===== src/rtl/tx_path_top.sv =====
// QPSK transmit-path front end: maps one (I,Q) symbol per input handshake to
// a pair of signed DATA_W-bit constellation values, optionally zero-stuffs
// UPSAMPLE-1 extra beats per symbol, and buffers up to two symbols so that
// in_ready comes from a register and is never combinationally tied to
// out_ready.
//
// Ports:
//   clk        rising-edge clock
//   rst        synchronous active-low reset
//   in_valid   input symbol valid
//   in_ready   block can accept a symbol (registered)
//   in_I/in_Q  symbol bits; 0 -> +AMP, 1 -> -AMP
//   in_data    reserved {I,Q} port, ignored
//   out_valid  output beat valid (registered)
//   out_data   {I, Q} signed samples (registered)
//   out_ready  downstream accepts beat
module tx_path_top #(
  parameter int unsigned        DATA_W   = 12,
  parameter logic [DATA_W-1:0]  AMP      = 12'h5A7,
  parameter int unsigned        UPSAMPLE = 1
) (
  input  logic                  clk,
  input  logic                  rst,
  input  logic                  in_valid,
  output logic                  in_ready,
  input  logic                  in_I,
  input  logic                  in_Q,
  input  logic [1:0]            in_data,
  output logic                  out_valid,
  output logic [2*DATA_W-1:0]   out_data,
  input  logic                  out_ready
);

  localparam int unsigned PH_W  = (UPSAMPLE > 1) ? $clog2(UPSAMPLE) : 1;
  localparam int unsigned OUT_W = 2 * DATA_W;

  // Reserved input port; kept only so it is not reported as dangling.
  logic w_unused_in_data;
  assign w_unused_in_data = ^in_data;

  // Symbol storage: output register plus skid entry, each holding {I,Q}.
  logic            r_out_vld;
  logic [1:0]      r_out_sym;
  logic            r_skid_vld;
  logic [1:0]      r_skid_sym;
  logic [PH_W-1:0] r_phase;
  logic            r_in_ready;
  logic [OUT_W-1:0] r_out_data;

  logic            w_out_vld_n;
  logic [1:0]      w_out_sym_n;
  logic            w_skid_vld_n;
  logic [1:0]      w_skid_sym_n;
  logic [PH_W-1:0] w_phase_n;
  logic [OUT_W-1:0] w_out_data_n;

  logic            w_beat;
  logic            w_last;
  logic            w_release;
  logic            w_accept;
  logic            w_out_free;
  logic [1:0]      w_in_sym;

  // One lane of the constellation: bit 0 -> +AMP, bit 1 -> -AMP.
  function automatic logic [DATA_W-1:0] map_lane(input logic b);
    return b ? DATA_W'(DATA_W'(0) - AMP) : AMP;
  endfunction

  assign w_in_sym   = {in_I, in_Q};
  assign w_beat     = r_out_vld && out_ready;
  assign w_last     = (r_phase == PH_W'(UPSAMPLE - 1));
  assign w_release  = w_beat && w_last;
  assign w_accept   = in_valid && r_in_ready;
  // Output register can take a new symbol this edge.
  assign w_out_free = !r_out_vld || w_release;

  // Next-state for phase, entries and the registered output word.
  always_comb begin
    w_phase_n    = r_phase;
    w_out_vld_n  = r_out_vld;
    w_out_sym_n  = r_out_sym;
    w_skid_vld_n = r_skid_vld;
    w_skid_sym_n = r_skid_sym;
    w_out_data_n = '0;

    if (w_release) begin
      w_phase_n = '0;
    end else if (w_beat) begin
      w_phase_n = PH_W'(r_phase + 1'b1);
    end

    if (w_out_free) begin
      if (r_skid_vld) begin
        // Skid refills the output; a concurrent accept takes the freed skid.
        w_out_vld_n  = 1'b1;
        w_out_sym_n  = r_skid_sym;
        w_skid_vld_n = w_accept;
        if (w_accept) begin
          w_skid_sym_n = w_in_sym;
        end
      end else begin
        w_out_vld_n = w_accept;
        if (w_accept) begin
          w_out_sym_n = w_in_sym;
        end
      end
    end else if (w_accept) begin
      w_skid_vld_n = 1'b1;
      w_skid_sym_n = w_in_sym;
    end

    // Phase 0 carries the mapped symbol; stuffed phases carry zero.
    if (w_out_vld_n && (w_phase_n == '0)) begin
      w_out_data_n = {map_lane(w_out_sym_n[1]), map_lane(w_out_sym_n[0])};
    end
  end

  always_ff @(posedge clk) begin
    if (!rst) begin
      r_out_vld  <= 1'b0;
      r_out_sym  <= 2'b00;
      r_skid_vld <= 1'b0;
      r_skid_sym <= 2'b00;
      r_phase    <= '0;
      r_in_ready <= 1'b0;
      r_out_data <= '0;
    end else begin
      r_out_vld  <= w_out_vld_n;
      r_out_sym  <= w_out_sym_n;
      r_skid_vld <= w_skid_vld_n;
      r_skid_sym <= w_skid_sym_n;
      r_phase    <= w_phase_n;
      r_in_ready <= !w_skid_vld_n;
      r_out_data <= w_out_data_n;
    end
  end

  assign in_ready  = r_in_ready;
  assign out_valid = r_out_vld;
  assign out_data  = r_out_data;

endmodule


===== config.mk =====
export PLATFORM = sky130hd
export DESIGN_NAME = tx_path_top
export DESIGN_NICKNAME = d
export VERILOG_FILES = /design/src/rtl/tx_path_top.sv
export SDC_FILE = /design/constraint.sdc
export NUM_CORES = 1
export LEC_CHECK = 0
export ABC_CLOCK_PERIOD_IN_PS = 1500
export BUFFER_PORTS_ARGS = -buffer_cell sky130_fd_sc_hd__buf_2
export CORE_MARGIN = 2
export CORE_UTILIZATION = 44
export DETAILED_ROUTE_END_ITERATION = 8
export HOLD_SLACK_MARGIN = 0.06
export PLACE_DENSITY = 0.88
export SLEW_MARGIN = 20
export SYNTH_ARGS = -nofsm -noshare
export SYNTH_HDL_FRONTEND = slang
export SYNTH_SLANG_ARGS = --single-unit

===== constraint.sdc =====
create_clock -name clk -period 1.5 [get_ports clk]
set_clock_uncertainty 0.1 [all_clocks]
set_input_delay 0.15 -clock clk [delete_from_list [all_inputs] [get_ports clk]]
set_output_delay 0.15 -clock clk [all_outputs]
set_load 0.01 [all_outputs]

* Yosys cells after proc, flatten, opt, wreduce, memory -nomap -nowiden
Index checks and enable logic that the tools add are counted.
** Storage, ports and cells
- Bits in registers :: 32
- Input port bits :: 8
- Output and inout port bits :: 26
** Cells by class
- $add $sub $neg :: 1
- Equality and inequality tests :: 1
- Mux-type cells :: 15
- Bitwise gates (word level) :: 2
- Reduce and logical (&&, ||, !) cells :: 8
** Operators by type and width (count)
- 12-bit two-way mux :: 2
- 2-bit two-way mux :: 6
- 1-bit two-way mux :: 7
- 1-bit logical AND :: 4
- 1-bit logical NOT :: 2
- 2-bit inequality test, second input constant :: 1
- 1-bit inverter :: 2
- 2-bit AND reduction :: 1
- 1-bit adder, second input constant :: 1
- 1-bit logical OR :: 1

* Logic depth before layout (Yosys ltp)
- Depth in word-level cells :: 6
- Gate-level depth with buffers :: 4
- Gate-level depth less buffers :: 3

* Worst setup path after synthesis
OpenSTA, ideal clock, no wires.
- Path kind :: flip-flop to flip-flop
- Start :: reg r_out_vld, in the netlist out_valid
- End :: reg r_skid_sym[0]
- Library setup time :: 72 ps
- Arrival time :: 1008 ps
- Slack :: 320 ps
- Stages on the path, launching flop included :: 5
- Buffers on the path :: 1
- Period minus slack after synthesis :: 1180 ps
- Path through :: dfxtp_1 -> buf_4 -> o211ai_1 -> nor2_1 -> mux2i_1
** On the way
- Longest elaborated chain between the ends :: 4
- Elaborated cells between the ends (all ways) :: 6
- Classes of those cells :: 1 x eq/ne; 1 x mux; 4 x reduce/logical
** RTL lines
- from (decl) :: RTL line 42 : logic r_out_vld;
- from (signal assigned) :: RTL line 128 : r_out_vld <= w_out_vld_n;
- 1-bit logical AND :: RTL line 70 : assign w_beat = r_out_vld && out_ready;
- 1-bit logical AND :: RTL line 72 : assign w_release = w_beat && w_last;
- 1-bit logical OR * :: RTL line 75 : assign w_out_free = !r_out_vld || w_release;
- 2-bit inequality test (no line) or 2-bit two-way mux (tied branches)
- to (signal assigned) :: RTL line 131 : r_skid_sym <= w_skid_sym_n;
- to (decl) :: RTL line 45 : logic [1:0] r_skid_sym;
Every way passes the cells marked *; elsewhere a longest branch is shown, timed or not.
A chain may end at the register's enable or synchronous reset.

* Worst setup path after layout
- Start :: reg r_skid_vld
- End :: reg r_out_data[21], in the netlist out_data[21]
** On the way
- Longest elaborated chain between the ends :: 4
- Elaborated cells between the ends (all ways) :: 7
- Classes of those cells :: 5 x mux; 2 x reduce/logical
** RTL lines
- from (decl) :: RTL line 44 : logic r_skid_vld;
- from (signal assigned) :: RTL line 130 : r_skid_vld <= w_skid_vld_n;
- 1-bit two-way mux :: RTL line 93 : if (r_skid_vld) begin
- 1-bit two-way mux :: RTL line 92 : if (w_out_free) begin
- 1-bit logical AND :: RTL line 113 : if (w_out_vld_n && (w_phase_n == '0)) begin
- 2-bit AND reduction (no line)
- to (signal assigned) :: RTL line 134 : r_out_data <= w_out_data_n;
- to (decl) :: RTL line 48 : logic [OUT_W-1:0] r_out_data;
Parallel ways exist; a longest one is shown, timed or not.

==> impl_metrics.tcl <==
set metrics [dict create \
    antenna_left 0 \
    fin_crit_ns 1.35 \
    postSynthCellCount 77 \
    viasPerCell 5.23 \
    status "finished clean" \
    start_util_pct 47.3 \
    relSlewSlack_pct 76.2 \
    die-width_um 44.5 \
    p_leak_nw 0.402 \
    htreeDepth 1 \
    row_count 14 \
    crit_arrival_ns 1.39 \
    wl_per_cell_um 11.2 \
    yosys_warnings 0 \
    grt_max_degree 10 \
    grt_pass1_wl_um 2090 \
    critPathTopFamily "flip-flops" \
    n_antenna_cell 0 \
    syn_area_sq_um 721 \
    fin_util_pct 51.2 \
    setup-tns-final_ns 0 \
    drtIter0Drc 8 \
    die_y_um 44.5 \
    cts_tree "built" \
    drc 0 \
    wl_um 1220 \
    drive_gt1_share_pct 46.2 \
    max_cap_viol_count 0 \
    final_max_slew_viol_count 0 \
    area_growth_pct 8.33 \
    synthesis.nets 85 \
    clk_path_buf_depth 2 \
    min_path_type "in -> reg" \
    power.density_nw_per_um2 909 \
    fmax_ghz 0.743 \
    period_share_pct 89.7 \
    reg2reg_slack_ns 0.15 \
    worst_slew_pin_slew_ns 0.356 \
    critical_path.n_buffers_inverters 0 \
    die_area_sq_um 1980 \
    ios 34 \
    io_buffers 31 \
    dpl_cell_area_sq_um 734 \
    post_cts_resize_count 0 \
    seq_area_frac_synth_pct 36.1 \
    ys_ff_latch 13 \
    cts_root_buf "clkbuf_4" \
    cp_max_fo 8 \
    cts_made_buffers 3 \
    cts-hold-fix-buffers 2 \
    crit_path_top_delay_cell "dfxtp_1" \
    worstPathRequired_ns 1.55 \
    start_kind "flip-flop" \
    final_net_count 102 \
    total_power_uw 710 \
    grt_pass1_vias 505 \
    design.core.area_sq_um 1520 \
    dpl.hpwl_um 951 \
    slowest_delay_ns 0.54 \
    num_vias 570 \
    syn_avg_cell_area_sq_um 9.36 \
    grt_usage_pct 14.7 \
    grt-ovfl-total 0 \
    synth_cell_types 26 \
    fin_area_sq_um 781 \
    place_congestion 0.810 \
    crit_path_end_kind "flip-flop" \
    critical_path_class "reg -> reg" \
    numClockSinks 13 \
    antenna_found_initial 0 \
    cts_setup_buffers 0 \
    final.fill_count 143 \
    ir_drop_uv 440 \
    insertion_delay_ns 0.28 \
    finalHoldViolations 0 \
    rsz0062_at_grt "no" \
    dr.pass1.iters 3 \
    setup_viol 0 \
    path_cells "mux2_4 > a22oi_2 > a311oi_1" \
    clk_pin_slew_ns 0.08 \
]
==> layout by cell type (no fill, tap or decap), types with 2 or more instances in the layout <==
cell type       n
a21oi_1         4
a221oi_1        2
a311oi_1        2
and3_1          2
buf_2          31
clkbuf_4        3
dfxtp_1        13
dlygate4sd3_1   2
inv_1           4
mux2_4          2
mux2i_1         2
nand2_1         5
nand3_1         2
nor2_1          3
o211ai_1        2
o22ai_1         2
==> worst paths after layout <==
path / from / endpoint / depth (start not counted)
setup / recovery: r_skid_vld / out_data[21] / 3
setup reg to reg: r_skid_vld / out_data[21] / 3
hold reg to reg: r_skid_sym[1] / r_skid_sym[1] / 2
hold / removal: rst / r_skid_sym[1] / 3
==> power breakdown <==
part / switching, mW / internal (mW) / total (mW)
registers: 0.0133 / 0.359 / 0.373
clock network: 0.115 / 0.103 / 0.219
logic: 0.0635 / 0.0552 / 0.119
total: 0.192 / 0.518 / 0.710
==> registers in the layout, indices dropped and copies added (netlist names) <==
signal      cells
out_data        5
r_skid_vld      1
out_valid       1
in_ready        1
r_phase         1
r_skid_sym      2
r_out_sym       2
==> cells by family after synthesis <==
kind of cell	Yosys count	share of synthesized area [%]
AND/OR/NAND/NOR	16	12.7
AO/OA/AOI/OAI	19	19.8
buffers and inverters	25	24.5
multiplexers	4	6.94
flip-flops	13	36.1
==> layout make-up <==
class,count,area (sq um),share of cell area (%)
timing repair buffer,33,175,22.4
clock buffer,4,26.3,3.37
tap,16,20.0,2.56
multi-input combinational,39,284,36.4
sequential,13,260,33.3
inverter,4,15.0,1.92
==> layer usage <==
layer | global-route usage (%) | up-vias | wire, um
met5 | 0 | - | 0
met3 | 3.67 | 4 | 86
met2 | 23.2 | 28 | 582
met1 | 17.0 | 255 | 524
met4 | 10.9 | 0 | 31
li1 | - | 283 | -
==> synthesized netlist by cell type <==
library cell  count  area [sq um]
a211oi_1          1          7.51
a21o_1            1          7.51
a21o_2            1          8.76
a21oi_1           4          20.0
a21oi_2           1          8.76
a221oi_1          2          17.5
a22oi_2           1          12.5
a311oi_1          2          17.5
and2b_2           1          8.76
and3_1            2          12.5
buf_4            20           150
buf_6             1          11.3
dfxtp_1          13           260
inv_1             4          15.0
mux2_4            2          30.0
mux2i_1           2          20.0
nand2_1           5          18.8
nand2_2           1          6.26
nand3_1           2          10.0
nor2_1            3          11.3
nor3b_2           1          12.5
o211a_1           1          10.0
o211ai_1          2          15.0
o21ai_1           1          5.00
o22ai_1           2          12.5
or2b_4            1          11.3
==> tightest hold or removal path, cell delays in order <==
cell and delay, ns:
buf_2 0.13, nand2_1 0.06, mux2i_1 0.05
==> metrics by stage <==
step	std cells	hold slack, ns	setup slack, ns
5_1_grt	109	0.0807	0.0443
3_5_place_dp	103	0.325	0.172
4_1_cts	109	0.0642	0.147
6_report	109	0.0676	0.155
3_3_place_gp	103	0.311	0.203
2_1_floorplan	77	0.192	0.320
Power figures use the tool's default switching activity.
